`src/rtl/buf2bank_mover_if.sv`:
```
// buf2bank_mover_if: request, ping-pong buffer read and bank write bus
// master = mover side, slave = requester/memories; pad_words with BUF2BANK_ZERO_PAD_EN
interface buf2bank_mover_if #(
  parameter int DATA_W    = 128,
  parameter int NUM_BANKS = 52,
  parameter int BUF_AW    = 7,
  parameter int BANK_AW   = 7
);
  logic                 start;
  logic                 abort;
  logic                 buf_sel;
  logic [BUF_AW-1:0]    buf_addr_start;
  logic [BUF_AW-1:0]    buf_addr_end;
  logic [5:0]           bank_first;
  logic [BANK_AW-1:0]   sram_addr_start;
`ifdef BUF2BANK_ZERO_PAD_EN
  logic [3:0]           pad_words;
`endif
  logic                 busy;
  logic                 done;
  logic [1:0]           buf_cen;
  logic                 buf_oen;
  logic [BUF_AW-1:0]    buf_a;
  logic [DATA_W-1:0]    buf_do0;
  logic [DATA_W-1:0]    buf_do1;
  logic [NUM_BANKS-1:0] bank_cen;
  logic [NUM_BANKS-1:0] bank_wen;
  logic [BANK_AW-1:0]   bank_a;
  logic [DATA_W-1:0]    bank_di;

  modport master (
    input  start, abort, buf_sel,
    input  buf_addr_start, buf_addr_end,
    input  bank_first, sram_addr_start,
`ifdef BUF2BANK_ZERO_PAD_EN
    input  pad_words,
`endif
    input  buf_do0, buf_do1,
    output busy, done,
    output buf_cen, buf_oen, buf_a,
    output bank_cen, bank_wen,
    output bank_a, bank_di
  );

  modport slave (
    output start, abort, buf_sel,
    output buf_addr_start, buf_addr_end,
    output bank_first, sram_addr_start,
`ifdef BUF2BANK_ZERO_PAD_EN
    output pad_words,
`endif
    output buf_do0, buf_do1,
    input  busy, done,
    input  buf_cen, buf_oen, buf_a,
    input  bank_cen, bank_wen,
    input  bank_a, bank_di
  );
endinterface

```
`src/rtl/buf2bank_mover.sv`:
```
// buf2bank_mover: copies a ping-pong buffer range into rotating SRAM banks.
// Ports: clk, rst (async active-low), bus (buf2bank_mover_if.master).
// Optional BUF2BANK_ZERO_PAD_EN appends pad_words zero words after the data.
module buf2bank_mover #(
  parameter int DATA_W    = 128,
  parameter int NUM_BANKS = 52,
  parameter int BUF_AW    = 7,
  parameter int BANK_AW   = 7
) (
  input logic clk,
  input logic rst,
  buf2bank_mover_if.master bus
);

  typedef enum logic [1:0] {
    IDLE, XFER, DRAIN, DONE
  } state_t;

  localparam logic [6:0] NB   = 7'(NUM_BANKS);
  localparam logic [5:0] LAST = 6'(NUM_BANKS - 1);

  state_t state_q, state_d;

  logic [BUF_AW-1:0]  rd_addr;
  logic [BUF_AW-1:0]  end_q;
  logic               sel_q;
  logic [5:0]         bank_ptr;
  logic [BANK_AW-1:0] row_q;
  logic [3:0]         pad_left;

  logic               wr_valid;
  logic               wr_pad;
  logic [5:0]         wr_bank;
  logic [BANK_AW-1:0] wr_row;

  logic take;
  logic push;
  logic [3:0] pad_in;

`ifdef BUF2BANK_ZERO_PAD_EN
  assign pad_in = bus.pad_words;
`else
  assign pad_in = 4'd0;
`endif

  assign take = (state_q == IDLE) && bus.start && !bus.abort;

  // A pipeline entry is a buffer read in XFER or a zero word in DRAIN.
  assign push = !bus.abort &&
                ((state_q == XFER) ||
                 ((state_q == DRAIN) && (pad_left != 4'd0)));

  always_ff @(posedge clk or negedge rst) begin
    if (!rst) state_q <= IDLE;
    else      state_q <= state_d;
  end

  always_comb begin
    state_d = state_q;
    unique case (state_q)
      IDLE: begin
        if (take) begin
          if (bus.buf_addr_end < bus.buf_addr_start)
            state_d = DONE;
          else
            state_d = XFER;
        end
      end
      XFER: begin
        if (bus.abort)             state_d = IDLE;
        else if (rd_addr == end_q) state_d = DRAIN;
      end
      DRAIN: begin
        if (bus.abort)             state_d = IDLE;
        else if (pad_left == 4'd0) state_d = DONE;
      end
      DONE: state_d = IDLE;
      default: state_d = IDLE;
    endcase
  end

  always_ff @(posedge clk or negedge rst) begin
    if (!rst) begin
      rd_addr  <= '0;
      end_q    <= '0;
      sel_q    <= 1'b0;
      bank_ptr <= '0;
      row_q    <= '0;
      pad_left <= '0;
      wr_valid <= 1'b0;
      wr_pad   <= 1'b0;
      wr_bank  <= '0;
      wr_row   <= '0;
    end else begin
      wr_valid <= push;
      wr_pad   <= (state_q == DRAIN);
      if (take) begin
        rd_addr  <= bus.buf_addr_start;
        end_q    <= bus.buf_addr_end;
        sel_q    <= bus.buf_sel;
        row_q    <= bus.sram_addr_start;
        pad_left <= pad_in;
        if ({1'b0, bus.bank_first} >= NB)
          bank_ptr <= '0;
        else
          bank_ptr <= bus.bank_first;
      end
      if (state_q == XFER)
        rd_addr <= rd_addr + 1'b1;
      if (push) begin
        wr_bank <= bank_ptr;
        wr_row  <= row_q;
        if (bank_ptr == LAST) begin
          bank_ptr <= '0;
          row_q    <= row_q + 1'b1;
        end else begin
          bank_ptr <= bank_ptr + 1'b1;
        end
      end
      if (push && (state_q == DRAIN))
        pad_left <= pad_left - 1'b1;
    end
  end

  logic [NUM_BANKS-1:0] wr_oh;

  always_comb begin
    wr_oh        = '0;
    bus.busy     = (state_q != IDLE);
    bus.done     = (state_q == DONE);
    bus.buf_oen  = (state_q == IDLE);
    bus.buf_cen  = 2'b11;
    bus.buf_a    = '0;
    bus.bank_a   = '0;
    bus.bank_di  = '0;
    if (state_q == XFER) begin
      bus.buf_cen[sel_q] = 1'b0;
      bus.buf_a          = rd_addr;
    end
    if (wr_valid) begin
      wr_oh[wr_bank] = 1'b1;
      bus.bank_a     = wr_row;
      if (!wr_pad)
        bus.bank_di = sel_q ? bus.buf_do1 : bus.buf_do0;
    end
    bus.bank_cen = ~wr_oh;
    bus.bank_wen = ~wr_oh;
  end

endmodule

```
`src/flat_wrapper.sv`:
```
// flat-port wrapper written by rule: the top's interface ports become plain ports
module buf2bank_mover_flat 
#(
  parameter int DATA_W    = 128,
  parameter int NUM_BANKS = 52,
  parameter int BUF_AW    = 7,
  parameter int BANK_AW   = 7
)
  (clk, rst, bus_start, bus_abort, bus_buf_sel, bus_buf_addr_start, bus_buf_addr_end, bus_bank_first, bus_sram_addr_start, bus_buf_do0, bus_buf_do1, bus_busy, bus_done, bus_buf_cen, bus_buf_oen, bus_buf_a, bus_bank_cen, bus_bank_wen, bus_bank_a, bus_bank_di);
  buf2bank_mover_if #(.DATA_W(DATA_W), .NUM_BANKS(NUM_BANKS), .BUF_AW(BUF_AW), .BANK_AW(BANK_AW)) bus_i ();
  input logic clk;
  input logic rst;
  input wire logic [$bits(bus_i.start)-1:0] bus_start;
  input wire logic [$bits(bus_i.abort)-1:0] bus_abort;
  input wire logic [$bits(bus_i.buf_sel)-1:0] bus_buf_sel;
  input wire logic [$bits(bus_i.buf_addr_start)-1:0] bus_buf_addr_start;
  input wire logic [$bits(bus_i.buf_addr_end)-1:0] bus_buf_addr_end;
  input wire logic [$bits(bus_i.bank_first)-1:0] bus_bank_first;
  input wire logic [$bits(bus_i.sram_addr_start)-1:0] bus_sram_addr_start;
  input wire logic [$bits(bus_i.buf_do0)-1:0] bus_buf_do0;
  input wire logic [$bits(bus_i.buf_do1)-1:0] bus_buf_do1;
  output wire logic [$bits(bus_i.busy)-1:0] bus_busy;
  output wire logic [$bits(bus_i.done)-1:0] bus_done;
  output wire logic [$bits(bus_i.buf_cen)-1:0] bus_buf_cen;
  output wire logic [$bits(bus_i.buf_oen)-1:0] bus_buf_oen;
  output wire logic [$bits(bus_i.buf_a)-1:0] bus_buf_a;
  output wire logic [$bits(bus_i.bank_cen)-1:0] bus_bank_cen;
  output wire logic [$bits(bus_i.bank_wen)-1:0] bus_bank_wen;
  output wire logic [$bits(bus_i.bank_a)-1:0] bus_bank_a;
  output wire logic [$bits(bus_i.bank_di)-1:0] bus_bank_di;
  assign bus_i.start = bus_start;
  assign bus_i.abort = bus_abort;
  assign bus_i.buf_sel = bus_buf_sel;
  assign bus_i.buf_addr_start = bus_buf_addr_start;
  assign bus_i.buf_addr_end = bus_buf_addr_end;
  assign bus_i.bank_first = bus_bank_first;
  assign bus_i.sram_addr_start = bus_sram_addr_start;
  assign bus_i.buf_do0 = bus_buf_do0;
  assign bus_i.buf_do1 = bus_buf_do1;
  assign bus_busy = bus_i.busy;
  assign bus_done = bus_i.done;
  assign bus_buf_cen = bus_i.buf_cen;
  assign bus_buf_oen = bus_i.buf_oen;
  assign bus_buf_a = bus_i.buf_a;
  assign bus_bank_cen = bus_i.bank_cen;
  assign bus_bank_wen = bus_i.bank_wen;
  assign bus_bank_a = bus_i.bank_a;
  assign bus_bank_di = bus_i.bank_di;
  buf2bank_mover #(.DATA_W(DATA_W), .NUM_BANKS(NUM_BANKS), .BUF_AW(BUF_AW), .BANK_AW(BANK_AW)) u_core (.clk(clk), .rst(rst), .bus(bus_i));
endmodule
```
`config.mk`:
```
export PLATFORM = sky130hd
export DESIGN_NAME = buf2bank_mover_flat
export DESIGN_NICKNAME = d
export VERILOG_FILES = /design/src/rtl/buf2bank_mover_if.sv /design/src/rtl/buf2bank_mover.sv /design/src/flat_wrapper.sv
export SDC_FILE = /design/constraint.sdc
export NUM_CORES = 1
export LEC_CHECK = 0
export ABC_AREA = 1
export CAP_MARGIN = 10
export CORE_AREA = 2 2 211 213
export CTS_BUF_LIST = sky130_fd_sc_hd__clkbuf_4 sky130_fd_sc_hd__clkbuf_8 sky130_fd_sc_hd__clkbuf_16
export DETAILED_ROUTE_END_ITERATION = 6
export DIE_AREA = 0 0 213 215
export PLACE_DENSITY_LB_ADDON = 0.2
export SLEW_MARGIN = 20
export SYNTH_ARGS = -nofsm -noshare
export SYNTH_HDL_FRONTEND = slang
export SYNTH_SLANG_ARGS = --single-unit
```
`constraint.sdc`:
```
create_clock -name clk -period 1.95 [get_ports clk]
set_input_delay 0.4875 -clock clk [delete_from_list [all_inputs] [get_ports clk]]
set_output_delay 0.4875 -clock clk [all_outputs]
set_load 0.1 [all_outputs]
```
==> impl_results.md <==
- CTS sink count: 49
- Final instance area: 0.0178 mm²
- Clock Path Buffers: 2
- Post-synth EDFFs: 0
- Layout cells sized above 1: between 40% and 50%
- Post-synth top cells: nor2_1 (279), nand2_1 (195), nor3_1 (137)
- Max-slew violation count: 0
- Total number of vias: approximately 8.6k
- Crit-path max cell delay: approximately 0.40 ns
- Buffers on Ports: 538
- Failing checks: setup timing
- Final WS setup: -0.333 ns
- WL final: 39800 µm
- Antenna violations before repair: 8
- Detail Route Antenna Nets: 0
- Reg clk slew, reported paths: around 0.070 ns
- Dpl cell area: 0.0167 mm²
- Core area: about 0.044 mm²
- Main synth FF type: dfrtp_1
- Period minus WS final: roughly 2.3 ns
- Avg WL per Cell: 18.6 µm
- CTS tree: done
- Synth-to-Final Area Change: 223%
- Final net count: between 1.5k and 2k
- Setup Viol. Count Final: 240
- Critical path type: flip-flop to output pin
- Most common cell in the netlist: nor2_1
- DIE WIDTH: 213 µm
- Distinct cell type count after synthesis: 34
- Vias in the first global route: 8613
- Cells after synthesis: 964
- Worst vdd ir: 1310 µV
- Critical Path RT: 1.46 ns
- Switch share: about three fifths
- Final worst path period share: 117%
- RePlAce Congestion: 0.865
- First DRT Iteration DRCs: 287
- Clock Power Share: approximately 3.4%
- Combinational group share of total power: 88.9%
- Max Freq: 438 MHz
- Yosys reg bits: 49
- Unrepaired setup endpoints after global routing: yes
- Sequential share of power: 7.7%
- Std-Cell Rows: 77
- Die height: 215 µm
- Syn_nets: 1262
- Final hold slack: around 0.12 ns
- CP max FO: 5
- Via density: 4.00
- WP data arrival: 1.80 ns
- Final core occ: 40.7%
- First-pass GRT wire length: approximately 54000 µm
- Synth area leaders: dfrtp_1 (22%), nor2_1 (19%), nand2_1 (13%), nor3_1 (12%), buf_4 (7.5%)
- 1st-pass router iterations: 4
- Worst hold-check path type: primary input to async pin
- Largest net degree at the start of global routing: 34
- Number of remaining DRC errors: 0
- Slew @ Worst Pin: between 0.4 and 0.5 ns
- CP max stage cell: dfrtp_1
- Max-Cap Viols: 0
- Async SR Flop Fraction: 100%
- H-tree depth: 2
- CP endpoint kind: output pin
- Sequential share of the synthesized area: 22.3%
- Root Buffer: clkbuf_16
- Avg Cell Area, Syn: between 5 and 6 µm²
- Count of final hold-check violations: 0
- Die ar.: 0.0458 mm²
- Area leader, netlist: dfrtp_1
- Clock Latency Late Sink: slightly below 0.3 ns
- Share of the synthesized area in the top cell type: 22.3%
- Internal: 10.5 mW
- Hpwl dp: 31500 µm
- Clock skew: about 0.0083 ns
- IO Pins: 539
- LEAKAGE: around 7.6 nW
- Pwr/cell area: ~1500 mW/mm²
- Num CTS Buffers: 5
- CP Cell Sequence: inv_4, or2_4, clkbuf_16, nor3_4, buf_12
- Outcome: complete, but fails checks
- GRT overflow: 0
- Kind of start point of the critical path: flip-flop
- NetSw: around 15 mW
- Yosys warns: 0
- Fill cell count: around 4.2k
- Synthesized area: 0.00549 mm²
- All-Layer GR Usage: 15.6%
- Max-slew headroom: 71.9%
- Setup TNS: -56.94 ns
- Pre-CTS WS: -0.293 ns
- Starting Density: 12.6%
[worst max-delay path: cells and delay by family, from the launching register on]
family | cells | cell delay [ns]
simple gates | 2 | 0.57
buf+inv | 3 | 0.51
flops | 1 | 0.40
[layout by cell type (no fill, tap or decap), drive strengths merged]
cell type / Yosys / layout
buf: 84 / 371
nand3: 22 / 22
clkinvlp: 0 / 3
nor3: 139 / 139
nand2: 200 / 200
a31oi: 4 / 4
dfrtp: 49 / 49
clkdlybuf4s50: 0 / 285
o221ai: 1 / 1
dlygate4sd2: 0 / 1
xor2: 3 / 3
ha: 10 / 10
nor2: 286 / 286
a21oi: 7 / 7
inv: 67 / 68
o22ai: 3 / 3
o21a: 1 / 1
o211ai: 2 / 2
o21ai: 35 / 35
clkinv: 2 / 2
or2: 3 / 6
nand4: 6 / 6
diode: 0 / 5
nor4: 9 / 9
clkbuf: 26 / 24
xnor2: 5 / 5
[metal layers]
metal	global-route usage [%]	share of wire, %
met2	29.5	53
met4	4.15	2.2
met5	0	0.033
met1	17.5	38
met3	2.82	6.1
[sequential cells by signal, summed over array words and instances, names as in the netlist]
signal / flops
u_core.end_q: 7
u_core.rd_addr: 7
u_core.row_q: 7
u_core.wr_row: 7
u_core.bank_ptr: 6
u_core.wr_bank: 6
u_core.pad_left: 4
u_core.state_q: 2
u_core.sel_q: 1
u_core.wr_pad: 1
u_core.wr_valid: 1
[kinds of logic (layout without fill, tap and decap cells)]
logic type	count (synthesis)	in the layout	share of synthesized area, %
xor+xnor	8	8	1.28
other cells	0	5	0
fa+ha+maj	10	10	2.28
compound gates	53	53	5.19
flops	49	49	22.3
simple gates	665	668	52.1
buf+inv	179	754	16.8
[repair_timing]
action	4_1_cts	5_1_grt
hold buffers	0	0
gates resized for setup	20	80
buffers inserted	7	4
pin swaps	9	55
gates cloned	1	25
setup endpoints to repair	240	241
hold endpoints to repair	0	0
[power groups by stage]
stage	sequential [mW]	combinational, mW	clock (mW)
6_report	2.00	23.0	0.884
5_1_grt	2.08	24.1	0.956
4_1_cts	1.94	21.7	0.919
3_5_place_dp	1.93	21.4	0
3_3_place_gp	1.92	21.4	0
2_1_floorplan	1.87	14.0	0
[final timing paths]
| check | to | slack [ns] | from | cells past startpoint |
|---|---|---|---|---|
| setup / recovery | bus_bank_di[49] | -0.33 | u_core.wr_valid | 5 |
| hold / removal | u_core.wr_row[0] | 0.12 | rst | 1 |
| setup reg to reg | u_core.row_q[0] | 0.29 | u_core.bank_ptr[0] | 9 |
| hold reg to reg | u_core.wr_row[2] | 0.48 | u_core.wr_row[2] | 2 |
| max in group asynchronous | u_core.sel_q | 1.27 | rst | 2 |
| min in group clk | u_core.wr_row[2] | 0.48 | u_core.wr_row[2] | 2 |
[metrics by stage]
stage / power (mW) / cells
after floorplan: 15.8 / 964
after global placement: 23.3 / 2091
after detailed placement: 23.3 / 2091
after CTS: 24.5 / 2107
after global routing: 27.1 / 2139
final: 25.9 / 2139
[cell type report]
class | count | area [µm²] | share of cell area, %
clock buffers | 6 | 133 | 0.746
inverters | 69 | 297 | 1.67
multi-input cells | 739 | 5550 | 31.2
diodes | 5 | 12.5 | 0.0704
repair buffers | 675 | 9770 | 55.0
well taps | 592 | 741 | 4.17
clock inverters | 2 | 15.0 | 0.0845
repair inverters | 2 | 20.0 | 0.113
flip-flops and latches | 49 | 1230 | 6.95
Note: power is estimated with default switching activity, not from simulation.
